[config.mk]
export PLATFORM = sky130hd
export DESIGN_NAME = pipelined_addsub
export DESIGN_NICKNAME = d
export VERILOG_FILES = /design/src/rtl/addsub_pkg.sv /design/src/rtl/addsub_chunk.sv /design/src/rtl/pipelined_addsub.sv
export SDC_FILE = /design/constraint.sdc
export NUM_CORES = 1
export LEC_CHECK = 0
export ABC_CLOCK_PERIOD_IN_PS = 8090
export BUFFER_PORTS_ARGS = -buffer_cell sky130_fd_sc_hd__buf_4
export CELL_PAD_IN_SITES_DETAIL_PLACEMENT = 0
export CELL_PAD_IN_SITES_GLOBAL_PLACEMENT = 1
export CORE_MARGIN = 8
export CORE_UTILIZATION = 47
export DETAILED_ROUTE_END_ITERATION = 16
export GPL_TIMING_DRIVEN = 0
export PLACE_DENSITY = 0.9
export SKIP_CTS_REPAIR_TIMING = 1
export SLEW_MARGIN = 20
export SYNTH_ARGS = -nofsm -noshare
export SYNTH_HDL_FRONTEND = slang
export SYNTH_SLANG_ARGS = --single-unit
[constraint.sdc]
create_clock -name clk -period 8.09 [get_ports clk]
set_input_delay 2.427 -clock clk [delete_from_list [all_inputs] [get_ports clk]]
set_output_delay 2.427 -clock clk [all_outputs]
set_load 0.01 [all_outputs]
[src/rtl/addsub_pkg.sv]
// addsub_pkg: shared definitions for the pipelined adder/subtractor.
//   OP_ADD / OP_SUB : values of the 'sub' mode input.
//   num_stages()    : pipeline depth (and latency) for a given WIDTH/CHUNK.
//   full_add()      : one-bit full adder, returns {carry, sum}.
package addsub_pkg;

    localparam logic OP_ADD = 1'b0;
    localparam logic OP_SUB = 1'b1;

    // A bad CHUNK is rejected at elaboration by the top. Returning 1 here
    // just keeps this function from dividing by zero before that happens.
    function automatic int num_stages(input int width, input int chunk);
        return (chunk < 1) ? 1 : (width / chunk);
    endfunction

    function automatic logic [1:0] full_add(input logic x, input logic y, input logic ci);
        logic s;
        logic co;
        s  = x ^ y ^ ci;
        co = (x & y) | (ci & (x ^ y));
        return {co, s};
    endfunction

endpackage

[src/rtl/addsub_chunk.sv]
// addsub_chunk: combinational CHUNK-bit ripple adder made of full adders.
//   a, b  : chunk operands (b already inverted by the caller for subtract)
//   ci    : carry into bit 0 of the chunk
//   s     : chunk sum
//   co    : carry out of the chunk MSB
//   cmsb  : carry into the chunk MSB (signed-overflow detection)
module addsub_chunk
    import addsub_pkg::*;
#(
    parameter int CHUNK = 8
) (
    input  logic [CHUNK-1:0] a,
    input  logic [CHUNK-1:0] b,
    input  logic             ci,
    output logic [CHUNK-1:0] s,
    output logic             co,
    output logic             cmsb
);

    logic       carry;
    logic [1:0] fa;

    always_comb begin
        s     = '0;
        cmsb  = 1'b0;
        fa    = '0;
        carry = ci;
        for (int i = 0; i < CHUNK; i++) begin
            if (i == CHUNK - 1) cmsb = carry;
            fa    = full_add(a[i], b[i], carry);
            s[i]  = fa[0];
            carry = fa[1];
        end
        co = carry;
    end

endmodule

[src/rtl/pipelined_addsub.sv]
// pipelined_addsub: two's-complement adder/subtractor split into WIDTH/CHUNK
// ripple chunks, one pipeline stage per chunk, with the carry registered
// between stages. Latency NUM_STAGES, throughput one operation per cycle.
//   clk, rst_n          : clock, synchronous active-low reset
//   in_valid/in_ready   : operand handshake (in_ready = !stall)
//   a, b, cin, sub      : operands; sub=1 computes a + ~b + cin
//   out_valid/out_ready : result handshake
//   sum, carryout       : result and carry out of the MSB (1 = no borrow in sub)
//   overflow, zero      : signed overflow and sum == 0
module pipelined_addsub
    import addsub_pkg::*;
#(
    parameter int WIDTH = 32,
    parameter int CHUNK = 8
) (
    input  logic             clk,
    input  logic             rst_n,
    input  logic             in_valid,
    output logic             in_ready,
    input  logic [WIDTH-1:0] a,
    input  logic [WIDTH-1:0] b,
    input  logic             cin,
    input  logic             sub,
    output logic             out_valid,
    input  logic             out_ready,
    output logic [WIDTH-1:0] sum,
    output logic             carryout,
    output logic             overflow,
    output logic             zero
);

    localparam int NUM_STAGES = num_stages(WIDTH, CHUNK);

    if (CHUNK < 1) begin : g_bad_chunk
        $error("pipelined_addsub: CHUNK must be at least 1");
    end else if (WIDTH % CHUNK != 0) begin : g_bad_width
        $error("pipelined_addsub: WIDTH must be a multiple of CHUNK");
    end

    // vld_pipe[k] is the valid bit of stage k-1's register; the top bit is out_valid.
    logic [NUM_STAGES:1] vld_pipe;
    logic                stall;
    logic                accept;

    // Inputs seen by each stage's chunk adder. Entry 0 comes from the ports,
    // entry k from the register of stage k-1.
    wire [NUM_STAGES-1:0][WIDTH-1:0] a_in;
    wire [NUM_STAGES-1:0][WIDTH-1:0] b_in;
    wire [NUM_STAGES-1:0]            c_in;

    assign out_valid = vld_pipe[NUM_STAGES];
    assign stall     = out_valid && !out_ready;
    assign in_ready  = !stall;
    assign accept    = in_valid && in_ready;

    assign a_in[0] = a;
    assign b_in[0] = (sub == OP_SUB) ? ~b : b;
    assign c_in[0] = cin;

    always_ff @(posedge clk) begin
        if (!rst_n) begin
            vld_pipe <= '0;
        end else if (!stall) begin
            vld_pipe <= NUM_STAGES'({vld_pipe, accept});
        end
    end

    for (genvar k = 0; k < NUM_STAGES; k++) begin : g_st
        localparam int LO = k * CHUNK;

        logic [CHUNK-1:0] ch_s;
        logic             ch_co;
        logic             ch_cm;
        logic [WIDTH-1:0] a_nxt;
        logic [WIDTH-1:0] a_q;
        logic             c_q;

        addsub_chunk #(.CHUNK(CHUNK)) u_chunk (
            .a    (a_in[k][LO +: CHUNK]),
            .b    (b_in[k][LO +: CHUNK]),
            .ci   (c_in[k]),
            .s    (ch_s),
            .co   (ch_co),
            .cmsb (ch_cm)
        );

        // The A word doubles as the skewed result: chunks below k already hold
        // sum bits, chunk k is overwritten here, chunks above still hold A.
        // After the last stage the whole word is the sum.
        always_comb begin
            a_nxt              = a_in[k];
            a_nxt[LO +: CHUNK] = ch_s;
        end

        // Data registers load on every unstalled edge; contents of a bubble
        // are don't-care.
        always_ff @(posedge clk) begin
            if (!rst_n) begin
                a_q <= '0;
                c_q <= 1'b0;
            end else if (!stall) begin
                a_q <= a_nxt;
                c_q <= ch_co;
            end
        end

        if (k < NUM_STAGES - 1) begin : g_mid
            logic [WIDTH-1:0] b_q;

            always_ff @(posedge clk) begin
                if (!rst_n) begin
                    b_q <= '0;
                end else if (!stall) begin
                    b_q <= b_in[k];
                end
            end

            assign a_in[k+1] = a_q;
            assign b_in[k+1] = b_q;
            assign c_in[k+1] = c_q;
        end else begin : g_last
            logic ovf_q;
            logic zero_q;

            always_ff @(posedge clk) begin
                if (!rst_n) begin
                    ovf_q  <= 1'b0;
                    zero_q <= 1'b0;
                end else if (!stall) begin
                    ovf_q  <= ch_cm ^ ch_co;
                    zero_q <= ~|a_nxt;
                end
            end

            assign sum      = a_q;
            assign carryout = c_q;
            assign overflow = ovf_q;
            assign zero     = zero_q;
        end
    end

endmodule

== Word level (Yosys, flattened, before mapping) ==
Cells that the tools add are included.

* Register bits after elaboration: 234
* Output and inout bits: 37

* Mux-type cells: 1
* Bitwise operators: 162
* Reductions and logical operators: 6

{| class="wikitable"
|+ Operators by type and width
! cell !! number
|-
| 1-bit bitwise XOR || 65
|-
| 1-bit AND || 64
|-
| 32-bit 2-to-1 mux || 1
|-
| 32-bit NOT || 1
|-
| 1-bit OR || 32
|-
| 32-bit OR reduction || 1
|-
| 1-bit logical NOT || 3
|-
| 1-bit logical AND || 2
|}

== Longest topological paths before layout ==
* Depth after elaboration: 19
* Mapped depth: 16
* Depth with buffers taken out: 14

== Modules after synthesis ==
A second synthesis with hierarchy kept.

* Cell total of the unflattened synthesis: 901
* Area, all modules: 8064.0 sq um

{| class="wikitable"
|+ Modules (own cells, without submodules)
! module !! area an instance (sq um) !! sequential area each (sq um) !! instances !! cells each
|-
| pipelined_addsub || 7273.2 || 3723.6 || 1 || 829
|-
| addsub_chunk || 197.7 || 0.0 || 4 || 18
|}

== Least setup slack after synthesis ==
OpenSTA, ideal clock, no wires.

* Kind: input to register
* Start point: input sub
* End point: register g_st[0].a_q[7]
* Data required time: 7.974 ns
* Buffers on the path: 2
* Cell stages on the path: 16
* Setup slack: 1.931 ns
* Library setup time: 0.116 ns
* Arrival: 6.042 ns
* Path through: buf_4 -> buf_4 -> xnor2_1 -> fa_1 -> inv_1 -> fa_1 -> inv_1 -> fa_1 -> fa_1 -> fa_1 -> fa_1 -> fa_1 -> inv_1 -> fa_1 -> nand2_1 -> a21boi_1

* Word-level cells in the longest chain between the ends: 17
* Elaborated cells on any way between the ends: 31
* Classes of those cells: 1 x mux; 30 x bitwise

{| class="wikitable"
|+ Ends and longest elaborated chain
! item !! line !! RTL
|-
| start, declared || pipelined_addsub.sv:23 || <nowiki>input logic sub,</nowiki>
|-
| 32-bit 2-to-1 mux (*) || pipelined_addsub.sv:57 || <nowiki>assign b_in[0] = (sub == OP_SUB) ? ~b : b;</nowiki>
|-
| 1-bit bitwise XOR || addsub_pkg.sv:20 || <nowiki>co = (x & y) | (ci & (x ^ y));</nowiki>
|-
| 1-bit AND || addsub_pkg.sv:20 ||
|-
| 1-bit OR || addsub_pkg.sv:20 ||
|-
| 1-bit AND || addsub_pkg.sv:20 ||
|-
| 1-bit OR || addsub_pkg.sv:20 ||
|-
| 1-bit AND || addsub_pkg.sv:20 ||
|-
| 1-bit OR || addsub_pkg.sv:20 ||
|-
| (+2 left out) || -- ||
|-
| 1-bit AND || addsub_pkg.sv:20 ||
|-
| 1-bit OR || addsub_pkg.sv:20 ||
|-
| 1-bit AND || addsub_pkg.sv:20 ||
|-
| 1-bit OR || addsub_pkg.sv:20 ||
|-
| 1-bit AND || addsub_pkg.sv:20 ||
|-
| 1-bit OR || addsub_pkg.sv:20 ||
|-
| 1-bit bitwise XOR (*) || addsub_pkg.sv:19 || <nowiki>s = x ^ y ^ ci;</nowiki>
|-
| via g_st[0].ch_s[7] || pipelined_addsub.sv:71 || <nowiki>logic [CHUNK-1:0] ch_s;</nowiki>
|-
| end signal, assigned || pipelined_addsub.sv:102 || <nowiki>a_q <= a_nxt;</nowiki>
|-
| end, declared || pipelined_addsub.sv:75 || <nowiki>logic [WIDTH-1:0] a_q;</nowiki>
|}

Mark *: on every way through the listed nets, which the timed path passes. The rest lies on a longest branch.
A chain may end at the register's enable or synchronous reset.

== Final worst setup path ==
Ends and elaborated chain as after synthesis.

==> impl_metrics.toml <==
[worst_hold_path]
whs_endpoint = "g_st[0].a_q[23]"
whs_path_depth = 2
hold_start = "g_st[0].a_q[23]"
min_path_type = "reg2reg"

[power]
power_density_mw_per_mm2 = 220.6
finalPower_mw = 2.164
vdd_drop_max_mv = 0.1641
p_leak_nw = 4.390

[logic_synthesis]
synthAdderAreaFrac_pct = 7.920
yosys_warnings = 0
synth_xor_area_share_pct = 3.573
avgSynthCellArea_sq_um = 9.213
synth_nets = 980
yosys.area_share.simple_pct = 16.40
synthFlopType = "dfxtp_1"
syn_area_sq_mm = 0.008089
synth_compound_area_share_pct = 18.47
synth_edf_count = 0
synthCells = 878
synth_top_cell_area_share_pct = 46.03
synth_common_cells = "nand2_1, dfxtp_1, a21boi_1"
synth.distinct_cells = 25
synth_top_cell_by_area = "dfxtp_1"
synth_top_family_by_area = "compound AO/OA/AOI/OAI gates"
synth.most_common_cell = "nand2_1"
synthMuxAreaShare_pct = 0
synthArstFlopShare_pct = 0
synth.ff_latch_count = 186
netlist_top_cells_area = "dfxtp_1, nand2_1, a21boi_1, fa_1, a21boi_0"
seq_area_frac_synth_pct = 46.03

[die]
die_width_um = 147.2
rows = 48
core_region_area_sq_mm = 0.01706
die_area_sq_mm = 0.02166
ioPinCount = 107
die_y_um = 147.2
initial_core_util_pct = 47.43

[placement]
place_hpwl_um = 14580
port-buffer-count = 104
gp_congestion = 0.7982
place_area_sq_mm = 0.009151

[clocking]
cts_max_level = 4
ctsLongestPathBuffers = 2
clockRootBuffer = "clkbuf_16"
cts_buffers = 17
clock_latency_ps = 430
clkTransAtPathRegs_ps = 60
cts.sinks = 186
cts_tree = "yes"

[sta]
slew_headroom_pct = 60.63
max_freq_mhz = 169.5
finalHoldViolations = 0
fin_skew_ps = 7.737
rsz0062_at_grt = "false"
tightest_slew_ps = 590.6
finalCritPeriodShare_pct = 72.92
setup_viol = 0
drv_slew = 0
period_needed_ps = 5899
finalSetupTns_ps = 0

[setup_path]
worst_r2r_startpoint = "g_st[2].g_mid.b_q[24]"
end_kind = "flop"
critical_path_required_ps = 8410
worstRegToRegCells = 14
cpMostUsedCell = "fa_1"
cp_max_fo = 10
r2r_slack_ps = 4020
cp.arrival_ps = 6220
start_kind = "input port"
slowest_delay_ps = 430
critPathBufInv = 5
slowest_stage = "fa_1"
path_cells = "buf_4 -> buf_4 -> xnor2_1 -> fa_1 -> inv_1 -> fa_1 -> inv_1 -> fa_1 -> fa_1 -> fa_1 -> fa_1 -> fa_1 -> inv_1 -> fa_1 -> nand2_1 -> a21boi_1"
rr_endpoint = "zero"
crit_type = "in2reg"
path_delay_family = "adder cells"

[cells_and_area]
nets = 1103
drive_gt1_share_pct = 18.54
fin_area_sq_mm = 0.009813
areaGrowthSynthToFinish_pct = 21.31
fillers = 1607
antennaDiodeCount = 0
final_util_pct = 57.53

[detailed_routing]
vias = 6025
antenna_left = 0
viasPerCell = 4.863
dr.pass1.iters = 5
finalWirelength_um = 19010
post_drt_wl_per_cell_um = 15.34
route.detailed.drc = 0
drt_iter0_markers = 256

[outcome]
status = "complete, no violations"

[grt]
grt_pass1_vias = 5929
overflow = 0
antenna_found_initial = 0
grt_pass1_wl_um = 30940
grt_max_degree = 17
grt_usage_pct = 17.88

[flow_run]
drv_cap = 0
[area by class of cell]
type | instances | area, sq um | area share [%]
buffer | 66 | 490.5 | 4.998
clock buffer | 21 | 470.5 | 4.794
clock inverter | 11 | 191.4 | 1.951
inverter | 32 | 125.1 | 1.275
multi-input combinational | 594 | 3750 | 38.21
sequential | 186 | 3724 | 37.94
tap | 225 | 281.5 | 2.869
timing repair buffer | 104 | 780.7 | 7.956
[cell usage in the layout (no fill, tap or decap), drive strengths merged]
master / instances
nand3: 3
bufinv: 5
o21a: 1
dfxtp: 186
o211a: 39
nor4: 6
clkbuf: 38
and4b: 1
nor2b: 1
nand2: 329
o31ai: 1
nor2: 1
nand4: 1
fa: 32
xor2: 2
xnor2: 31
a21boi: 145
inv: 32
buf: 153
nor3: 1
clkinv: 6
[worst min-delay path, delay by kind of cell, from the launching register on]
| family | cells | cell delay, ps |
|---|---|---|
| flip-flops | 1 | 310 |
| AND/OR/NAND/NOR | 1 | 50 |
| AO/OA/AOI/OAI | 1 | 50 |
[worst max path at each step]
stage	start	end	slack (ps)	depth (start not counted)
global route	sub	g_st[0].a_q[7]	2010	16
finish	sub	g_st[0].a_q[7]	2190	16
CTS	sub	g_st[0].a_q[7]	2200	16
floorplan	sub	g_st[0].a_q[7]	1930	16
detailed placement	sub	g_st[0].a_q[7]	1770	16
global placement	sub	g_st[0].a_q[7]	1770	16
[sequential cells by signal, indices dropped and copies added (netlist names)]
name,flops
carryout,1
g_st.a_q,96
g_st.c_q,3
g_st.g_mid.b_q,48
overflow,1
sum,32
vld_pipe,4
zero,1
[stage by stage]
step           worst slack [ps]  instances  hold WS, ps
2_1_floorplan              1931        878        430.7
3_3_place_gp               1765       1207        437.5
3_5_place_dp               1768       1207        443.3
4_1_cts                    2197       1239        452.1
5_1_grt                    2015       1239        465.5
6_report                   2191       1239        448.7
[report_power, final]
group | total (mW) | switching (mW) | internal, mW
logic | 0.226 | 0.109 | 0.117
registers | 1.02 | 0.0416 | 0.978
clock network | 0.919 | 0.346 | 0.573
[metal layers]
layer	global-route usage [%]	part of all wire (%)	vias to the layer above
met5	0	0	-
met4	6.119	1.4	0
met3	4.337	5.5	19
met2	27.87	45	128
met1	23.75	48	2804
li1	-	-	3074
[cells by family (layout without fill, tap and decap cells)]
group | count (synthesis) | in the layout
adder cells (fa/ha/maj) | 32 | 32
XOR/XNOR | 33 | 33
flip-flops | 186 | 186
AND/OR/NAND/NOR | 343 | 343
buffers and inverters | 98 | 234
AO/OA/AOI/OAI | 186 | 186
Power figures use the tool's default switching activity.
